### config.mk
export PLATFORM = sky130hd
export DESIGN_NAME = nibble_serial_addsub
export DESIGN_NICKNAME = d
export VERILOG_FILES = /design/src/rtl/nibble_arith_pkg.sv /design/src/rtl/cla_nibble.sv /design/src/rtl/nibble_serial_addsub.sv
export SDC_FILE = /design/constraint.sdc
export NUM_CORES = 1
export LEC_CHECK = 0
export CORE_MARGIN = 5
export CORE_UTILIZATION = 50
export DETAILED_ROUTE_END_ITERATION = 10
export PLACE_DENSITY = 0.78
export SLEW_MARGIN = 10
export SYNTH_ARGS = -nofsm -noshare
export SYNTH_HDL_FRONTEND = slang
export SYNTH_SLANG_ARGS = --single-unit
export TNS_END_PERCENT = 30
### constraint.sdc
create_clock -name clk -period 3.6 [get_ports clk]
set_clock_uncertainty 0.1 [all_clocks]
set_input_delay 1.08 -clock clk [delete_from_list [all_inputs] [get_ports clk]]
set_output_delay 1.08 -clock clk [all_outputs]
set_load 0.02 [all_outputs]
### src/rtl/nibble_arith_pkg.sv
// Shared types and constants for the nibble-serial add/subtract unit.
package nibble_arith_pkg;

  localparam int NIBBLE_W = 4;

  typedef enum logic [1:0] {
    IDLE = 2'd0,
    RUN  = 2'd1,
    DONE = 2'd2
  } state_e;

endpackage

### src/rtl/cla_nibble.sv
// Combinational 4-bit carry-lookahead slice; c3 is exposed for signed-overflow detection.
module cla_nibble
  import nibble_arith_pkg::*;
(
  input  logic [NIBBLE_W-1:0] a,
  input  logic [NIBBLE_W-1:0] b,
  input  logic                cin,
  output logic [NIBBLE_W-1:0] sum,
  output logic                cout,
  output logic                c3
);

  logic [NIBBLE_W-1:0] p;
  logic [NIBBLE_W-1:0] g;
  logic [NIBBLE_W:0]   c;

  for (genvar gi = 0; gi < NIBBLE_W; gi++) begin : g_pg
    assign p[gi] = a[gi] ^ b[gi];
    assign g[gi] = a[gi] & b[gi];
  end

  // Each carry is a flat sum of products of generate/propagate terms, so no carry ripples.
  assign c[0] = cin;
  assign c[1] = g[0] | (p[0] & cin);
  assign c[2] = g[1] | (p[1] & g[0]) | (p[1] & p[0] & cin);
  assign c[3] = g[2] | (p[2] & g[1]) | (p[2] & p[1] & g[0]) | (p[2] & p[1] & p[0] & cin);
  assign c[4] = g[3] | (p[3] & g[2]) | (p[3] & p[2] & g[1]) | (p[3] & p[2] & p[1] & g[0])
              | (p[3] & p[2] & p[1] & p[0] & cin);

  assign sum  = p ^ c[NIBBLE_W-1:0];
  assign cout = c[4];
  assign c3   = c[3];

endmodule

### src/rtl/nibble_serial_addsub.sv
// WIDTH-bit add/subtract computed one nibble per cycle through a single CLA slice,
// with valid/ready handshakes on both the operand and the result side.
module nibble_serial_addsub
  import nibble_arith_pkg::*;
#(
  parameter int WIDTH = 16
) (
  input  logic             clk,
  input  logic             rst_n,
  input  logic             in_valid,
  output logic             in_ready,
  input  logic [WIDTH-1:0] a,
  input  logic [WIDTH-1:0] b,
  input  logic             sub,
  input  logic             cin,
  output logic             out_valid,
  input  logic             out_ready,
  output logic [WIDTH-1:0] sum,
  output logic             cout,
  output logic             ovf
);

  localparam int N  = WIDTH / NIBBLE_W;
  localparam int KW = $clog2(N);

  state_e state_q, state_d;

  logic [WIDTH-1:0] a_q, a_d;
  logic [WIDTH-1:0] b_q, b_d;
  logic [WIDTH-1:0] sum_q, sum_d;
  logic             carry_q, carry_d;
  logic             cout_q, cout_d;
  logic             ovf_q, ovf_d;
  logic [KW-1:0]    k_q, k_d;

  logic [NIBBLE_W-1:0] a_nib [N];
  logic [NIBBLE_W-1:0] b_nib [N];
  logic [NIBBLE_W-1:0] slice_sum;
  logic                slice_cout;
  logic                slice_c3;
  logic                last_step;

  for (genvar gi = 0; gi < N; gi++) begin : g_nib
    assign a_nib[gi] = a_q[gi*NIBBLE_W +: NIBBLE_W];
    assign b_nib[gi] = b_q[gi*NIBBLE_W +: NIBBLE_W];
  end

  assign last_step = (k_q == KW'(N - 1));

  cla_nibble u_cla (
    .a    (a_nib[k_q]),
    .b    (b_nib[k_q]),
    .cin  (carry_q),
    .sum  (slice_sum),
    .cout (slice_cout),
    .c3   (slice_c3)
  );

  always_ff @(posedge clk or negedge rst_n) begin
    if (!rst_n) begin
      state_q <= IDLE;
    end else begin
      state_q <= state_d;
    end
  end

  always_comb begin
    state_d = state_q;
    case (state_q)
      IDLE:    if (in_valid) state_d = RUN;
      RUN:     if (last_step) state_d = DONE;
      DONE:    if (out_ready) state_d = IDLE;
      default: state_d = IDLE;
    endcase
  end

  always_comb begin
    in_ready  = (state_q == IDLE);
    out_valid = (state_q == DONE);
    sum       = sum_q;
    cout      = cout_q;
    ovf       = ovf_q;
  end

  always_comb begin
    a_d     = a_q;
    b_d     = b_q;
    sum_d   = sum_q;
    carry_d = carry_q;
    cout_d  = cout_q;
    ovf_d   = ovf_q;
    k_d     = k_q;
    case (state_q)
      IDLE: begin
        if (in_valid) begin
          // Subtraction is A + ~B + 1, so B is inverted once here and the carry seeded with 1.
          a_d     = a;
          b_d     = sub ? ~b : b;
          carry_d = sub ? 1'b1 : cin;
          k_d     = '0;
        end
      end
      RUN: begin
        for (int i = 0; i < N; i++) begin
          if (k_q == KW'(i)) sum_d[i*NIBBLE_W +: NIBBLE_W] = slice_sum;
        end
        carry_d = slice_cout;
        if (last_step) begin
          cout_d = slice_cout;
          ovf_d  = slice_c3 ^ slice_cout;
        end else begin
          k_d = k_q + 1'b1;
        end
      end
      default: ;
    endcase
  end

  always_ff @(posedge clk or negedge rst_n) begin
    if (!rst_n) begin
      a_q     <= '0;
      b_q     <= '0;
      sum_q   <= '0;
      carry_q <= 1'b0;
      cout_q  <= 1'b0;
      ovf_q   <= 1'b0;
      k_q     <= '0;
    end else begin
      a_q     <= a_d;
      b_q     <= b_d;
      sum_q   <= sum_d;
      carry_q <= carry_d;
      cout_q  <= cout_d;
      ovf_q   <= ovf_d;
      k_q     <= k_d;
    end
  end

endmodule
Word-level counts from Yosys, hierarchy flattened --
Index checks and enable logic that the tools add are counted.
Cells by class: add/subtract/negate cells 1, $lt $le $gt $ge 1, equality and inequality tests 9, muxes and demuxes 17, bitwise gates (word level) 38, reductions and logical operators 11
Operators by type and width (count):
- bitwise AND 1 bit | 20
- binary-select mux 4 bit (select 2 bit) | 2
- two-way mux 16 bit | 1
- two-way mux 4 bit | 4
- NOT 16 bit | 1
- AND reduction 2 bit | 6
- two-way mux 2 bit | 5
- OR 1 bit | 10
- == test 2 bit (second input constant) | 3
- != test 2 bit (second input constant) | 3
- case mux 2 bit (3 select lines) | 1
- AND reduction 3 bit | 2
- XOR 1 bit | 5
- == test 2 x 1 -> 1 bit (second input constant) | 2
- logical NOT 2 bit | 2
- case mux 2 bit (2 select lines) | 1
- XOR 4 bit | 1
- greater-or-equal comparator 3 bit (second input constant) | 1
- NOT 2 -> 3 bit | 1
- adder 2 x 1 -> 2 bit (second input constant) | 1
- two-way mux 1 bit | 2
- != test 2 x 1 -> 1 bit (second input constant) | 1
- case mux 1 bit (2 select lines) | 1
- nonzero test 2 bit | 1
Storage, ports and cells: bits in registers 55, bits of input ports 38, word-level logic and storage cells 88

Longest topological paths before layout --
word-level depth 11, depth in mapped cells 6

By module --
Synthesis repeated with hierarchy kept, for this count alone.
Second synthesis, totals: cell total of the unflattened synthesis 200, area, all modules 2693.8 µm²
By module, submodules not included:
- nibble_serial_addsub | instances 1, cells each 182, area an instance 2538.7 µm², seq. area each 1376.3 µm²
- cla_nibble | instances 1, cells each 18, area an instance 155.1 µm², seq. area each 0.0 µm²

Worst setup path after synthesis --
OpenSTA, ideal clock, no wires.
path kind register -> register, from register k_q[0], to register sum_q[10], in the netlist sum[10], arrival 2142 ps, data required time 3405 ps, slack 1263 ps, stages on the path, launching flop included 7, buffers on the path 1, clock period less this slack 2337 ps, cell sequence dfrtp_1 > buf_4 > mux4_2 > ha_1 > a211oi_4 > nor2_1 > o31ai_1
On the way: longest elaborated chain between the ends 9
RTL lines:
- start: declaration | line nibble_serial_addsub.sv:34 | logic [KW-1:0] k_q, k_d;
- start signal: assignment | line nibble_serial_addsub.sv:135 | k_q <= k_d;
- NOT 2 -> 3 bit (implied by the code) | line nibble_serial_addsub.sv:51, nibble_serial_addsub.sv:52
- binary-select mux 4 bit (select 2 bit), on equally long branches | line nibble_serial_addsub.sv:51, nibble_serial_addsub.sv:52
- two-way mux 4 bit, on equally long branches (2 in series) | line nibble_serial_addsub.sv:51, nibble_serial_addsub.sv:52
- XOR 1 bit or bitwise AND 1 bit (tied branches) | line cla_nibble.sv:18, cla_nibble.sv:19
- bitwise AND 1 bit | line cla_nibble.sv:25 | assign c[2] = g[1] | (p[1] & g[0]) | (p[1] & p[0] & cin);
- OR 1 bit or bitwise AND 1 bit (tied branches) | line cla_nibble.sv:25
- OR 1 bit | line cla_nibble.sv:25
- XOR 4 bit | line cla_nibble.sv:30 | assign sum = p ^ c[NIBBLE_W-1:0];
- end signal: assignment | line nibble_serial_addsub.sv:131 | sum_q <= sum_d;
- end: declaration | line nibble_serial_addsub.sv:30 | logic [WIDTH-1:0] sum_q, sum_d;
Parallel ways exist; a longest one is shown, timed or not. The select of a mux whose other input is x is not followed. A chain may end at the register's enable or synchronous reset.

Worst setup path after layout --
from register state_q[0], to output port out_valid
On the way: longest elaborated chain between the ends 1
RTL lines:
- start: declaration | line nibble_serial_addsub.sv:26 | state_e state_q, state_d;
- start signal: assignment | line nibble_serial_addsub.sv:63 | state_q <= state_d;
- == test 2 bit | line nibble_serial_addsub.sv:79 | out_valid = (state_q == DONE);
- end: declaration | line nibble_serial_addsub.sv:16 | output logic out_valid,
Every way passes these cells.

==> results.sh <==
export IMPL_leakage_nw=1.529
export IMPL_grt_usage=0.1623
export IMPL_die_y_um=85.57
export IMPL_slowest_stage="dfrtp_1"
export IMPL_setup_viol=0
export IMPL_drive_gt1_frac=0.1650
export IMPL_irDropWorstVdd_uv=418.3
export IMPL_clockRootBuffer="clkbuf_8"
export IMPL_fmax_ghz=0.3266
export IMPL_syn_area_um2=2855
export IMPL_viasPerCell=5.379
export IMPL_finalPower_w=0.003752
export IMPL_synth_avg_cell_area_um2=11.95
export IMPL_top_layer_used="met4"
export IMPL_core_area_um2=5540
export IMPL_antenna_cells=0
export IMPL_wl_met1_um=2421
export IMPL_power_share_clock=0.115
export IMPL_multi_input_area_um2=1378
export IMPL_wl_per_cell_um=14.93
export IMPL_gp_congestion=0.8522
export IMPL_critPathKind="reg2out"
export IMPL_fin_crit_sh=0.8504
export IMPL_synth_seq_area_share=0.4820
export IMPL_fin_area_um2=3598
export IMPL_seq_area_um2=1376
export IMPL_port_buffers=57
export IMPL_maxCapViolations=0
export IMPL_cts_sinks=55
export IMPL_overflow=0
export IMPL_wl_met2_um=2731
export IMPL_synthToLayoutAreaGrowth_pct=26.03
export IMPL_start_util=0.5154
export IMPL_critPathMaxFanout=13
export IMPL_grt_pass1_vias=2046
export IMPL_synth_edf_count=0
export IMPL_nets=343
export IMPL_yosys_warnings=0
export IMPL_cts_htree_levels=2
export IMPL_p_per_area_nw_per_um2=1043
export IMPL_grt_pass1_wl_um=9653
export IMPL_hpwl_um=4262
export IMPL_setup_worst_path_start_class="flip-flop"
export IMPL_first_iter_violations=87
export IMPL_grt_antenna_before_repair=0
export IMPL_rows=27
export IMPL_critPathArrivalTime_ns=1.88
export IMPL_postSynthNetCount=286
export IMPL_grt_max_degree=37
export IMPL_antenna_left=0
export IMPL_syn_instance_count=239
export IMPL_maxSlewViolCount=0
export IMPL_required_ns=2.42
export IMPL_yosys_register_bits=55
export IMPL_power_switching_w=0.001575
export IMPL_die_area_um2=7321
export IMPL_cts_tree="built"
export IMPL_swShare=0.4197
export IMPL_hold_viol=0
export IMPL_fin_crit_ns=3.061
export IMPL_fillCellCount=463
export IMPL_async_reset_ff_frac=1.000
export IMPL_tightest_slew_ns=0.6688
export IMPL_postCtsSetupBuffers=0
export IMPL_firstDrtPassIters=4
export IMPL_seqPwrFrac=0.315
export IMPL_fin_tns_setup_ns=0
export IMPL_drcViolationCount=0
export IMPL_end_kind="output pin"
export IMPL_numCtsBuffers=5
export IMPL_status="complete, no violations"
export IMPL_hold_buffers=0
export IMPL_finalWirelength_um=5511
export IMPL_path_cells="nand2b_1 -> inv_1 -> clkdlybuf4s50_1"
export IMPL_critPathMaxStageDelay_ns=0.63
export IMPL_clkLatencyLatePin_ns=0.31
export IMPL_clock_path_buffers=2
export IMPL_clk_pin_slew_worst_paths_ns=0.09
export IMPL_wl_met3_um=312
export IMPL_synth_flop_cell="dfrtp_1"
export IMPL_ios=58
export IMPL_p_int_w=0.002178
export IMPL_cts_resized=0
export IMPL_rsz0062_at_grt="false"
export IMPL_post_dp_cell_area_um2=3477
export IMPL_synth_distinct_cells=42
export IMPL_utilization=0.6495
export IMPL_die_w_um=85.57
export IMPL_vias=1985
export IMPL_comb_power_share=0.570
export IMPL_slew_headroom=0.5541
export IMPL_hp_class="reg2reg"
layout make-up:
class	instances	area share
tap	72	0.02503
timing repair buffer	62	0.1676
clock inverter	2	0.01078
clock buffer	6	0.02295
multi-input combinational	164	0.3828
sequential	55	0.3825
inverter	8	0.008345
path summary, 6_finish.rpt:
path / from / endpoint / slack [ns] / cells past startpoint
max: state_q[0] / out_valid / 0.54 / 3
min: sum[5] / sum[5] / 0.39 / 2
max reg2reg: k_q[0] / sum[2] / 0.87 / 5
min reg2reg: sum[5] / sum[5] / 0.39 / 2
max in group asynchronous: rst_n / k_q[0] / 2.45 / 2
min in group asynchronous: rst_n / a_q[12] / 0.67 / 2
cell families (layout without fill, tap and decap cells):
logic type	Yosys count	in the layout	share of synthesized area
XOR/XNOR	17	17	0.05215
adder cells (fa/ha/maj)	9	9	0.04207
buffers and inverters	20	78	0.03769
flip-flops	55	55	0.4820
multiplexers	32	32	0.1547
AO/OA/AOI/OAI	47	47	0.1078
AND/OR/NAND/NOR	59	59	0.1236
synth_stat cells, types with 2 or more instances:
cell	count	share of area
buf_4	3	0.0079
o31ai_1	4	0.011
mux4_2	8	0.063
nand3b_4	4	0.028
dfrtp_1	55	0.48
xnor2_1	16	0.049
clkbuf_1	2	0.0026
o2111ai_1	4	0.012
nor2_1	22	0.029
a21oi_1	18	0.032
buf_2	5	0.0088
mux2_2	17	0.067
ha_1	8	0.035
or4_1	4	0.011
o21ai_0	9	0.016
inv_1	8	0.011
buf_6	2	0.0079
a22o_1	4	0.012
mux2i_1	7	0.025
nand3_1	5	0.0088
nand2_1	13	0.017
registers in the layout (all words and copies together) (netlist names):
| register | flops |
|---|---|
| k_q | 2 |
| cout | 1 |
| a_q | 16 |
| sum | 16 |
| b_q | 16 |
| ovf | 1 |
| state_q | 2 |
| carry_q | 1 |
critical path, delay by kind of cell (launching register included):
family,cells,cell delay (ns)
buffers and inverters,2,0.67
flip-flops,1,0.63
AND/OR/NAND/NOR,1,0.28
metal layers:
metal | global-route usage | vias up
li1 | - | 964
met1 | 0.2165 | 962
met2 | 0.2705 | 54
met3 | 0.03554 | 5
met4 | 0.04029 | 0
met5 | 0 | -
power by group through the flow:
stage	sequential (W)	clock (W)	combinational (W)
floorplan	0.00119	0	0.00155
global placement	0.00119	0	0.00208
detailed placement	0.00121	0	0.00214
CTS	0.00119	0.000446	0.00215
global route	0.00123	0.000467	0.00236
finish	0.00118	0.000431	0.00214
stage by stage:
step           hold slack, ns  setup slack, ns  std cells
6_report               0.3874           0.5385        369
5_1_grt                0.4160           0.4460        369
4_1_cts                0.3931           0.5111        369
3_5_place_dp           0.3711           0.8352        361
3_3_place_gp           0.3619           0.8497        361
2_1_floorplan          0.3752            1.263        239
layout by cell type (no fill, tap or decap), drive strengths merged:
master / instances
mux2: 17
clkdlybuf4s50: 56
nor2b: 1
dfrtp: 55
xor2: 1
buf: 6
or2: 1
fa: 1
ha: 8
nand4: 1
and2: 1
and2b: 3
nand3b: 4
nor3b: 2
bufinv: 1
o21a: 1
or4: 4
a211oi: 2
o31ai: 4
nor2: 22
o211ai: 1
nand3: 5
nand2: 13
o21ai: 11
mux2i: 7
a21oi: 18
a211o: 1
xnor2: 16
o2111ai: 4
o21bai: 1
clkbuf: 6
a22o: 4
nand2b: 1
and3b: 1
inv: 9
mux4: 8
Note: power is estimated with default switching activity, not from simulation.
